### config.mk
export PLATFORM = sky130hd
export DESIGN_NAME = parking_keypad_entry
export DESIGN_NICKNAME = d
export VERILOG_FILES = /design/src/rtl/parking_keypad_entry.sv
export SDC_FILE = /design/constraint.sdc
export NUM_CORES = 1
export LEC_CHECK = 0
export CAP_MARGIN = 15
export CORE_MARGIN = 2
export CORE_UTILIZATION = 62
export CTS_BUF_LIST = sky130_fd_sc_hd__clkbuf_8
export CTS_CLUSTER_SIZE = 12
export DETAILED_ROUTE_END_ITERATION = 12
export GPL_ROUTABILITY_DRIVEN = 0
export PLACE_DENSITY_LB_ADDON = 0.2
export SLEW_MARGIN = 40
export SYNTH_ARGS = -nofsm -noshare
export SYNTH_HDL_FRONTEND = slang
export SYNTH_SLANG_ARGS = --single-unit
### constraint.sdc
create_clock -name clk -period 2.6 [get_ports clk]
set_input_delay 0.26 -clock clk [delete_from_list [all_inputs] [get_ports clk]]
set_output_delay 0.26 -clock clk [all_outputs]
set_load 0.02 [all_outputs]
### src/rtl/parking_keypad_entry.sv
// Keypad front end for the parking gate controller.
// Debounces a raw key strobe, collects two 2-bit digits, offers them to the
// gate controller with a valid/ready handshake, then acts on the GREEN/RED
// verdict. The verdict can finish the entry, start a retry, or lock the keypad out.
//
// state | meaning
// ------+-----------------------------------------------------------------
// IDLE  | no session; waiting for car_present
// DIG1  | waiting for the first digit (per-digit timeout running)
// DIG2  | waiting for the second digit (per-digit timeout running)
// SEND  | password offered with pw_valid, held until pw_ready
// WAIT  | password transferred, waiting for the gate verdict
// LOCK  | too many RED verdicts; keypad ignored for LOCKOUT_CYCLES
module parking_keypad_entry #(
    parameter int DEBOUNCE_CYCLES = 4,
    parameter int TIMEOUT_CYCLES  = 1000,
    parameter int MAX_TRIES       = 3,
    parameter int LOCKOUT_CYCLES  = 500,
    parameter int CNT_W           = 16
) (
    input  logic       clk,
    input  logic       reset,
    input  logic       car_present,
    input  logic       key_press,
    input  logic [1:0] key_code,
    input  logic       pw_ready,
    input  logic       gate_green,
    input  logic       gate_red,
    output logic [1:0] password_1,
    output logic [1:0] password_2,
    output logic       pw_valid,
    output logic [1:0] tries,
    output logic       lockout,
    output logic       timeout_p
);

    // The debounce counter only has to reach DEBOUNCE_CYCLES-1.
    localparam int DB_W = (DEBOUNCE_CYCLES < 2) ? 1 : $clog2(DEBOUNCE_CYCLES);
    localparam logic [DB_W-1:0]  DB_LAST      = DB_W'(DEBOUNCE_CYCLES - 1);
    localparam logic [CNT_W-1:0] TIMEOUT_LAST = CNT_W'(TIMEOUT_CYCLES - 1);
    localparam logic [CNT_W-1:0] LOCK_LAST    = CNT_W'(LOCKOUT_CYCLES - 1);
    localparam logic [1:0]       TRIES_MAX    = 2'(MAX_TRIES);

    typedef enum logic [2:0] {
        S_IDLE,
        S_DIG1,
        S_DIG2,
        S_SEND,
        S_WAIT,
        S_LOCK
    } state_t;

    state_t           state, next_state;
    logic [CNT_W-1:0] timer, next_timer;
    logic [1:0]       next_pw1, next_pw2, next_tries, tries_inc;
    logic             next_valid, next_lock, next_to;

    logic             db_pressed;
    logic [DB_W-1:0]  db_cnt;
    logic             key_accept;

    // The press is accepted on the DEBOUNCE_CYCLES-th consecutive high sample.
    // It is a combinational strobe, so key_code is captured in that same cycle.
    assign key_accept = key_press && !db_pressed && (db_cnt == DB_LAST);

    assign tries_inc = (tries == TRIES_MAX) ? tries : tries + 2'd1;

    // Debounce: count consecutive samples that disagree with the debounced level.
    always_ff @(posedge clk or posedge reset) begin
        if (reset) begin
            db_pressed <= 1'b0;
            db_cnt     <= '0;
        end else if (key_press == db_pressed) begin
            db_cnt <= '0;
        end else if (db_cnt == DB_LAST) begin
            db_pressed <= key_press;
            db_cnt     <= '0;
        end else begin
            db_cnt <= db_cnt + DB_W'(1);
        end
    end

    // State, timer and registered outputs.
    always_ff @(posedge clk or posedge reset) begin
        if (reset) begin
            state      <= S_IDLE;
            timer      <= '0;
            password_1 <= '0;
            password_2 <= '0;
            pw_valid   <= 1'b0;
            tries      <= '0;
            lockout    <= 1'b0;
            timeout_p  <= 1'b0;
        end else begin
            state      <= next_state;
            timer      <= next_timer;
            password_1 <= next_pw1;
            password_2 <= next_pw2;
            pw_valid   <= next_valid;
            tries      <= next_tries;
            lockout    <= next_lock;
            timeout_p  <= next_to;
        end
    end

    // Next-state and next-output logic. The timer defaults to 0, so every state
    // entry starts it from zero and it can never wrap.
    always_comb begin
        next_state = state;
        next_timer = '0;
        next_pw1   = password_1;
        next_pw2   = password_2;
        next_valid = pw_valid;
        next_tries = tries;
        next_lock  = lockout;
        next_to    = 1'b0;

        case (state)
            S_IDLE: begin
                if (car_present) begin
                    next_state = S_DIG1;
                end
            end

            S_DIG1, S_DIG2: begin
                if (!car_present) begin
                    next_state = S_IDLE;
                    next_pw1   = '0;
                    next_pw2   = '0;
                    next_valid = 1'b0;
                    next_tries = '0;
                end else if (key_accept) begin
                    if (state == S_DIG1) begin
                        next_pw1   = key_code;
                        next_state = S_DIG2;
                    end else begin
                        next_pw2   = key_code;
                        next_state = S_SEND;
                        next_valid = 1'b1;
                    end
                end else if (timer == TIMEOUT_LAST) begin
                    next_to    = 1'b1;
                    next_state = S_IDLE;
                    next_pw1   = '0;
                    next_pw2   = '0;
                end else begin
                    next_timer = timer + CNT_W'(1);
                end
            end

            S_SEND: begin
                if (!car_present) begin
                    next_state = S_IDLE;
                    next_pw1   = '0;
                    next_pw2   = '0;
                    next_valid = 1'b0;
                    next_tries = '0;
                end else if (pw_ready) begin
                    next_state = S_WAIT;
                    next_valid = 1'b0;
                end
            end

            S_WAIT: begin
                // A simultaneous GREEN and RED is treated as GREEN.
                if (gate_green) begin
                    next_state = S_IDLE;
                    next_tries = '0;
                end else if (gate_red) begin
                    next_tries = tries_inc;
                    if (tries_inc == TRIES_MAX) begin
                        next_state = S_LOCK;
                        next_lock  = 1'b1;
                    end else begin
                        next_state = S_DIG1;
                    end
                end
            end

            S_LOCK: begin
                if (timer == LOCK_LAST) begin
                    next_state = S_IDLE;
                    next_tries = '0;
                    next_lock  = 1'b0;
                end else begin
                    next_timer = timer + CNT_W'(1);
                end
            end

            default: begin
                next_state = S_IDLE;
            end
        endcase
    end

endmodule

Word level (Yosys, flattened, before mapping)
Cells that the tools add are included.
{ "word_totals": {"reg_bits": 31, "out_inout_bits": 9, "word_cells": 104} }
{ "op_classes": {"addsub": 3, "n_eq_ne": 25, "muxes": 49, "bitwise_logic": 1, "n_reduce_logical": 16} }
{ "op_table": {"columns": ["operator", "n"], "rows": [
  ["16-bit 2-to-1 mux", 4],
  ["16-bit one-hot mux with 2 select lines", 1],
  ["3-bit 2-to-1 mux", 10],
  ["2-bit 2-to-1 mux", 14],
  ["16-bit by 1-bit adder with 16-bit output, second input constant", 1],
  ["16-bit by 10-bit == test with 1-bit output, second input constant", 1],
  ["16-bit by 9-bit == test with 1-bit output, second input constant", 1],
  ["4-bit AND reduction", 4],
  ["3-bit one-hot mux with 5 select lines", 1],
  ["1-bit 2-to-1 mux", 14],
  ["2-bit inequality test, second input constant", 7],
  ["3-bit inequality test, second input constant", 4],
  ["4-bit inequality test, second input constant", 3],
  ["5-bit AND reduction", 2],
  ["2-bit one-hot mux with 2 select lines", 2],
  ["2-bit == test, second input constant", 3],
  ["3-bit by 2-bit == test with 1-bit output, second input constant", 2],
  ["3-bit == test, second input constant", 2],
  ["2-bit one-hot mux with 3 select lines", 1],
  ["2-bit by 1-bit adder with 2-bit output, second input constant", 2],
  ["1-bit one-hot mux with 2 select lines", 2],
  ["2-bit nonzero test", 2],
  ["3-bit by 1-bit == test with 1-bit output, second input constant", 1],
  ["3-bit zero test", 1],
  ["8 further kinds", 9]
]} }

Depth between registers and ports, before layout
{ "logic_depth": {"depth_word": 7, "mapped_depth": 9} }

Worst setup path before layout
No wires, ideal clock.
{ "synth_timing": {"path_type": "flip-flop to flip-flop", "from": "register timer[0]", "to": "register password_1[0]", "setup_ns": 0.125, "arrival_time_ns": 1.633, "setup_slack_ns": 0.842, "path_stages_with_launch": 7, "synth_period_minus_slack_ns": 1.758, "path_cell_list": "dfrtp_1 -> ha_1 -> nor4b_4 -> nand4_2 -> and2_4 -> nor3_4 -> mux2_2"} }
{ "synth_between": {"elab_chain_cells": 3} }
{ "synth_rtl": {"columns": ["item", "line_no", "source"], "rows": [
  ["start: declaration", "54", "logic [CNT_W-1:0] timer, next_timer;"],
  ["start signal: assignment", "96", "timer <= next_timer;"],
  ["16-bit by 10-bit == test with 1-bit output", "141", "end else if (timer == TIMEOUT_LAST) begin"],
  ["4-bit inequality test (no line)", null, null],
  ["4-bit AND reduction (no line)", null, null],
  ["end signal: assignment", "97", "password_1 <= next_pw1;"],
  ["end: declaration", "29", "output logic [1:0] password_1,"]
]} }
No other way between the ends.
A chain may end at the register's enable or synchronous reset.

Final worst setup path
{ "layout_timing": {"from": "register state[2]", "to": "register password_1[1]"} }
{ "layout_between": {"elab_chain_cells": 4, "elab_cells_between_ends": 10, "cone_classes": "eq/ne: 6; mux: 1; reduce/logical: 3"} }
{ "layout_rtl": {"columns": ["item", "line_no", "source"], "rows": [
  ["start: declaration", "53", "state_t state, next_state;"],
  ["start signal: assignment", "95", "state <= next_state;"],
  ["3-bit by 1-bit == test with 1-bit output or 3-bit by 2-bit == test with 1-bit output (tied branches)", "118, 133", null],
  ["2-bit OR reduction", "118", "case (state)"],
  ["4-bit inequality test (no line) or 2-bit nonzero test (tied branches)", null, null],
  ["4-bit AND reduction (no line)", null, null]
]} }
Parallel ways exist; a longest one is shown, timed or not.

==> run_summary.xml <==
<?xml version="1.0" encoding="UTF-8"?>
<metrics>
  <group name="synth">
    <metric name="synth_warnings" unit="">0</metric>
    <metric name="syn_inst" unit="">168</metric>
    <metric name="ys_ff_latch" unit="">31</metric>
    <metric name="synth_sequential_area_ratio" unit="%">45.9</metric>
    <metric name="muxShareOfSynthArea" unit="%">4.44</metric>
    <metric name="main_combinational_cell_family_by_area_after_synthesis" unit="">simple AND/OR/NAND/NOR gates</metric>
    <metric name="syn-num-nets" unit="">180</metric>
    <metric name="synth_simple_gate_area_share" unit="%">26.2</metric>
    <metric name="post_synth_num_cell_types" unit="">44</metric>
    <metric name="synth_edf_count" unit="">0</metric>
    <metric name="synth_area_per_cell" unit="um^2">10.1</metric>
    <metric name="post_synth_xor_area_fraction" unit="%">7.77</metric>
    <metric name="synthesized_area_fraction_occupied_by_adder_cells" unit="%">2.22</metric>
    <metric name="asyncSetResetFlopFracSynth" unit="%">100</metric>
    <metric name="summed_instance_area_of_the_synthesized_netlist" unit="um^2">1690</metric>
    <metric name="synth_compound_area_share" unit="%">8.95</metric>
    <metric name="yosys_most_used_dff" unit="">sky130_fd_sc_hd__dfrtp_1</metric>
  </group>
  <group name="critical_path">
    <metric name="cp_max_fo" unit="">11</metric>
    <metric name="worstSetupEndpoint" unit="">password_1[1]$_DFFE_PP0P_</metric>
    <metric name="r2r.worst_path.cells" unit="">5</metric>
    <metric name="timing.critical_path.buf_inv" unit="">0</metric>
    <metric name="rr_startpoint" unit="">state[2]$_DFFE_PP0P_</metric>
    <metric name="cp-start-kind" unit="">flip-flop</metric>
    <metric name="regToRegSetupSlack" unit="ps">650</metric>
    <metric name="cell_class_contributing_the_biggest_share_of_worst_path_delay" unit="">simple AND/OR/NAND/NOR gates</metric>
    <metric name="timing.rr.end" unit="">password_1[1]$_DFFE_PP0P_</metric>
    <metric name="crit_arrival" unit="ps">2110</metric>
    <metric name="critical_path.cell_chain" unit="">and2b_1, and3b_2, and2_4, nor3_4, mux2_2</metric>
    <metric name="critical_path_required" unit="ps">2760</metric>
    <metric name="path_type_of_the_worst_setup_path" unit="">flip-flop to flip-flop</metric>
    <metric name="slowest_cell_on_the_critical_path" unit="">sky130_fd_sc_hd__dfrtp_1</metric>
    <metric name="slowest_delay" unit="ps">620</metric>
    <metric name="timing.critical_path.depth" unit="">5</metric>
    <metric name="crit_path_start" unit="">state[2]$_DFFE_PP0P_</metric>
    <metric name="critical_path.endpoint_type" unit="">flip-flop</metric>
  </group>
  <group name="power_and_ir_drop">
    <metric name="seq_power_share" unit="%">44.7</metric>
    <metric name="peakVddDrop" unit="mV">0.644</metric>
    <metric name="power.share.clock" unit="%">28.0</metric>
    <metric name="combinational_share_of_power" unit="%">27.3</metric>
    <metric name="total_leakage_power" unit="nW">0.829</metric>
    <metric name="sw_frac_of_total" unit="%">32.4</metric>
    <metric name="internal-power" unit="mW">0.911</metric>
    <metric name="net-switching-power" unit="mW">0.438</metric>
    <metric name="finalPower" unit="mW">1.35</metric>
    <metric name="power_per_cell_area" unit="nW/um^2">690</metric>
  </group>
  <group name="clock_tree">
    <metric name="clk_transition_reported_paths" unit="ps">60</metric>
    <metric name="clock-sinks" unit="">31</metric>
    <metric name="insertion_delay" unit="ps">280</metric>
    <metric name="cts.htree.levels" unit="">2</metric>
    <metric name="tritoncts" unit="">yes</metric>
    <metric name="postCtsHoldBufs" unit="">0</metric>
    <metric name="clock_tree.buffer_depth" unit="">2</metric>
    <metric name="post-cts-setup-buffer-count" unit="">0</metric>
    <metric name="cts_inserted_buffers" unit="">5</metric>
    <metric name="cts.repair.resized" unit="">0</metric>
    <metric name="clk_root_buffer_cell" unit="">sky130_fd_sc_hd__clkbuf_8</metric>
  </group>
  <group name="place">
    <metric name="post_dp_area" unit="um^2">1870</metric>
    <metric name="post-place-cells" unit="">211</metric>
    <metric name="portBuffers" unit="">17</metric>
    <metric name="dpl.hpwl" unit="um">2430</metric>
  </group>
  <group name="route">
    <metric name="postRouteWirelength" unit="um">3440</metric>
    <metric name="number_of_vias_per_cell" unit="">6.17</metric>
    <metric name="final_antenna_net_count" unit="">0</metric>
    <metric name="detailedRoute.firstIterationViolations" unit="">106</metric>
    <metric name="first_pass_iters" unit="">4</metric>
    <metric name="wl_per_cell" unit="um">15.8</metric>
    <metric name="drcViolationCount" unit="">0</metric>
    <metric name="vias" unit="">1346</metric>
  </group>
  <group name="run">
    <metric name="cap_violations" unit="">0</metric>
  </group>
  <group name="floorplanning">
    <metric name="placeableCoreArea" unit="um^2">2520</metric>
    <metric name="ios" unit="">18</metric>
    <metric name="start_util" unit="%">67.1</metric>
    <metric name="overall_die_area" unit="um^2">3160</metric>
    <metric name="fp.dieH" unit="um">56.2</metric>
    <metric name="placementRows" unit="">18</metric>
    <metric name="die_width" unit="um">56.2</metric>
  </group>
  <group name="final_layout">
    <metric name="insertedDiodeCount" unit="">0</metric>
    <metric name="post_layout_nonfiller_instances" unit="">218</metric>
    <metric name="area.growth.synth_to_final" unit="%">15.5</metric>
    <metric name="mostFrequentLayoutCells" unit="">sky130_fd_sc_hd__dfrtp_1, sky130_fd_sc_hd__nor2_1, sky130_fd_sc_hd__clkdlybuf4s50_1, sky130_fd_sc_hd__nand2_1</metric>
    <metric name="layout-drive-gt1-share" unit="%">12.2</metric>
    <metric name="final_design_area_no_fill" unit="um^2">1950</metric>
    <metric name="finalNetCount" unit="">200</metric>
    <metric name="layout_commonest_cell" unit="">sky130_fd_sc_hd__dfrtp_1</metric>
  </group>
  <group name="global_route">
    <metric name="grt.overflow.total" unit="">0</metric>
    <metric name="first_global_vias" unit="">1346</metric>
    <metric name="first_pass_grt_wire_length" unit="um">6060</metric>
    <metric name="antenna_found_initial" unit="">0</metric>
    <metric name="grtUsageTotal" unit="%">24.6</metric>
    <metric name="grt_max_degree" unit="">32</metric>
  </group>
  <group name="timing">
    <metric name="report.final.hold_viol_count" unit="">0</metric>
    <metric name="slew_headroom" unit="%">64.6</metric>
    <metric name="setup_total_negative_slack" unit="ps">0</metric>
    <metric name="setup_viol" unit="">0</metric>
    <metric name="rsz0062_at_grt" unit="">no</metric>
    <metric name="drv_slew" unit="">0</metric>
    <metric name="achievable-frequency" unit="MHz">513</metric>
    <metric name="finalClockSkew" unit="ps">6.17</metric>
    <metric name="min_period" unit="ps">1950</metric>
    <metric name="hold-worst-slack" unit="ps">361</metric>
    <metric name="max_slew.worst_pin.slew" unit="ps">524</metric>
    <metric name="period_utilisation_layout" unit="%">75.0</metric>
  </group>
  <group name="status">
    <metric name="outcome" unit="">finished, final reports clean</metric>
  </group>
  <group name="min_path">
    <metric name="min-delay-path-class" unit="">input pin to async pin</metric>
  </group>
</metrics>
## synth_stat cells, drive strengths merged, types with 2 or more instances
cell type / count / area [um^2]
nand4: 5 / 37.5
and3b: 2 / 18.8
or3: 2 / 12.5
a21oi: 7 / 35.0
ha: 3 / 37.5
buf: 6 / 47.5
dfrtp: 31 / 776
xor2: 7 / 61.3
mux2i: 3 / 30.0
xnor2: 8 / 70.1
mux2: 4 / 45.0
and4: 2 / 20.0
a31oi: 2 / 12.5
nor2b: 4 / 27.5
and2: 3 / 21.3
nand2: 10 / 37.5
o21ai: 6 / 30.0
nor3: 6 / 52.6
inv: 8 / 30.0
nand3: 8 / 40.0
nor2: 25 / 93.8
o31ai: 2 / 15.0
## routing by layer
layer	up-vias	track usage (%)	share of wire [%]	routed length, um
met3	17	7.67	5.7	198
met5	-	0	0	0
li1	624	-	-	-
met4	0	8.84	2.3	78
met2	59	41.2	51	1760
met1	646	29.9	41	1410
## flip-flops by register name, summed over array words and instances, names as in the netlist
register	count
lockout	1
pw_valid	1
db_pressed	1
db_cnt	2
password_1	2
tries	2
timeout_p	1
state	3
password_2	2
timer	16
## area by class of cell
class,count,area [um^2]
multi-input combinational,123,838
sequential,31,776
fill,167,568
timing repair buffer,19,185
clock buffer,6,82.6
tap,30,37.5
inverter,8,30.0
clock inverter,1,5.00
## power groups by stage
stage | Clock (mW) | Combinational [mW] | Sequential [mW]
2_1_floorplan | 0 | 0.301 | 0.595
5_1_grt | 0.402 | 0.416 | 0.615
3_5_place_dp | 0 | 0.367 | 0.611
6_report | 0.377 | 0.368 | 0.603
4_1_cts | 0.385 | 0.369 | 0.601
3_3_place_gp | 0 | 0.352 | 0.604
## worst reg2reg max path, delay by kind of cell (launching register included)
kind | cells | cell delay [ps]
flops | 1 | 620
mux | 1 | 350
simple gates | 4 | 860
## worst min path at each step
stage / endpoint / slack (ps) / cells after the start
floorplan: db_cnt[0]$_DFF_PP0_ / 360 / 1
global placement: db_cnt[0]$_DFF_PP0_ / 430 / 1
detailed placement: db_cnt[0]$_DFF_PP0_ / 440 / 1
CTS: db_cnt[1]$_DFF_PP0_ / 370 / 3
global route: timer[7]$_DFF_PP0_ / 440 / 3
finish: timer[6]$_DFF_PP0_ / 360 / 3
## through the flow
step / setup WS (ps) / utilization, %
2_1_floorplan: 842 / -
3_3_place_gp: 445 / 74.0
3_5_place_dp: 385 / 74.0
4_1_cts: 651 / 77.5
5_1_grt: 521 / 77.5
6_report: 651 / 77.5
## kinds of logic (layout without fill, tap and decap cells)
logic type / count (synthesis) / in the layout
and+or+nand+nor: 74 / 74
DFF: 31 / 31
AOI/OAI and AO/OA: 24 / 24
xor gates and xnor gates: 15 / 15
buffers and inverters: 14 / 34
muxes: 7 / 7
adders and majority gates: 3 / 3
No activity file was read; power rests on OpenSTA's default activity.
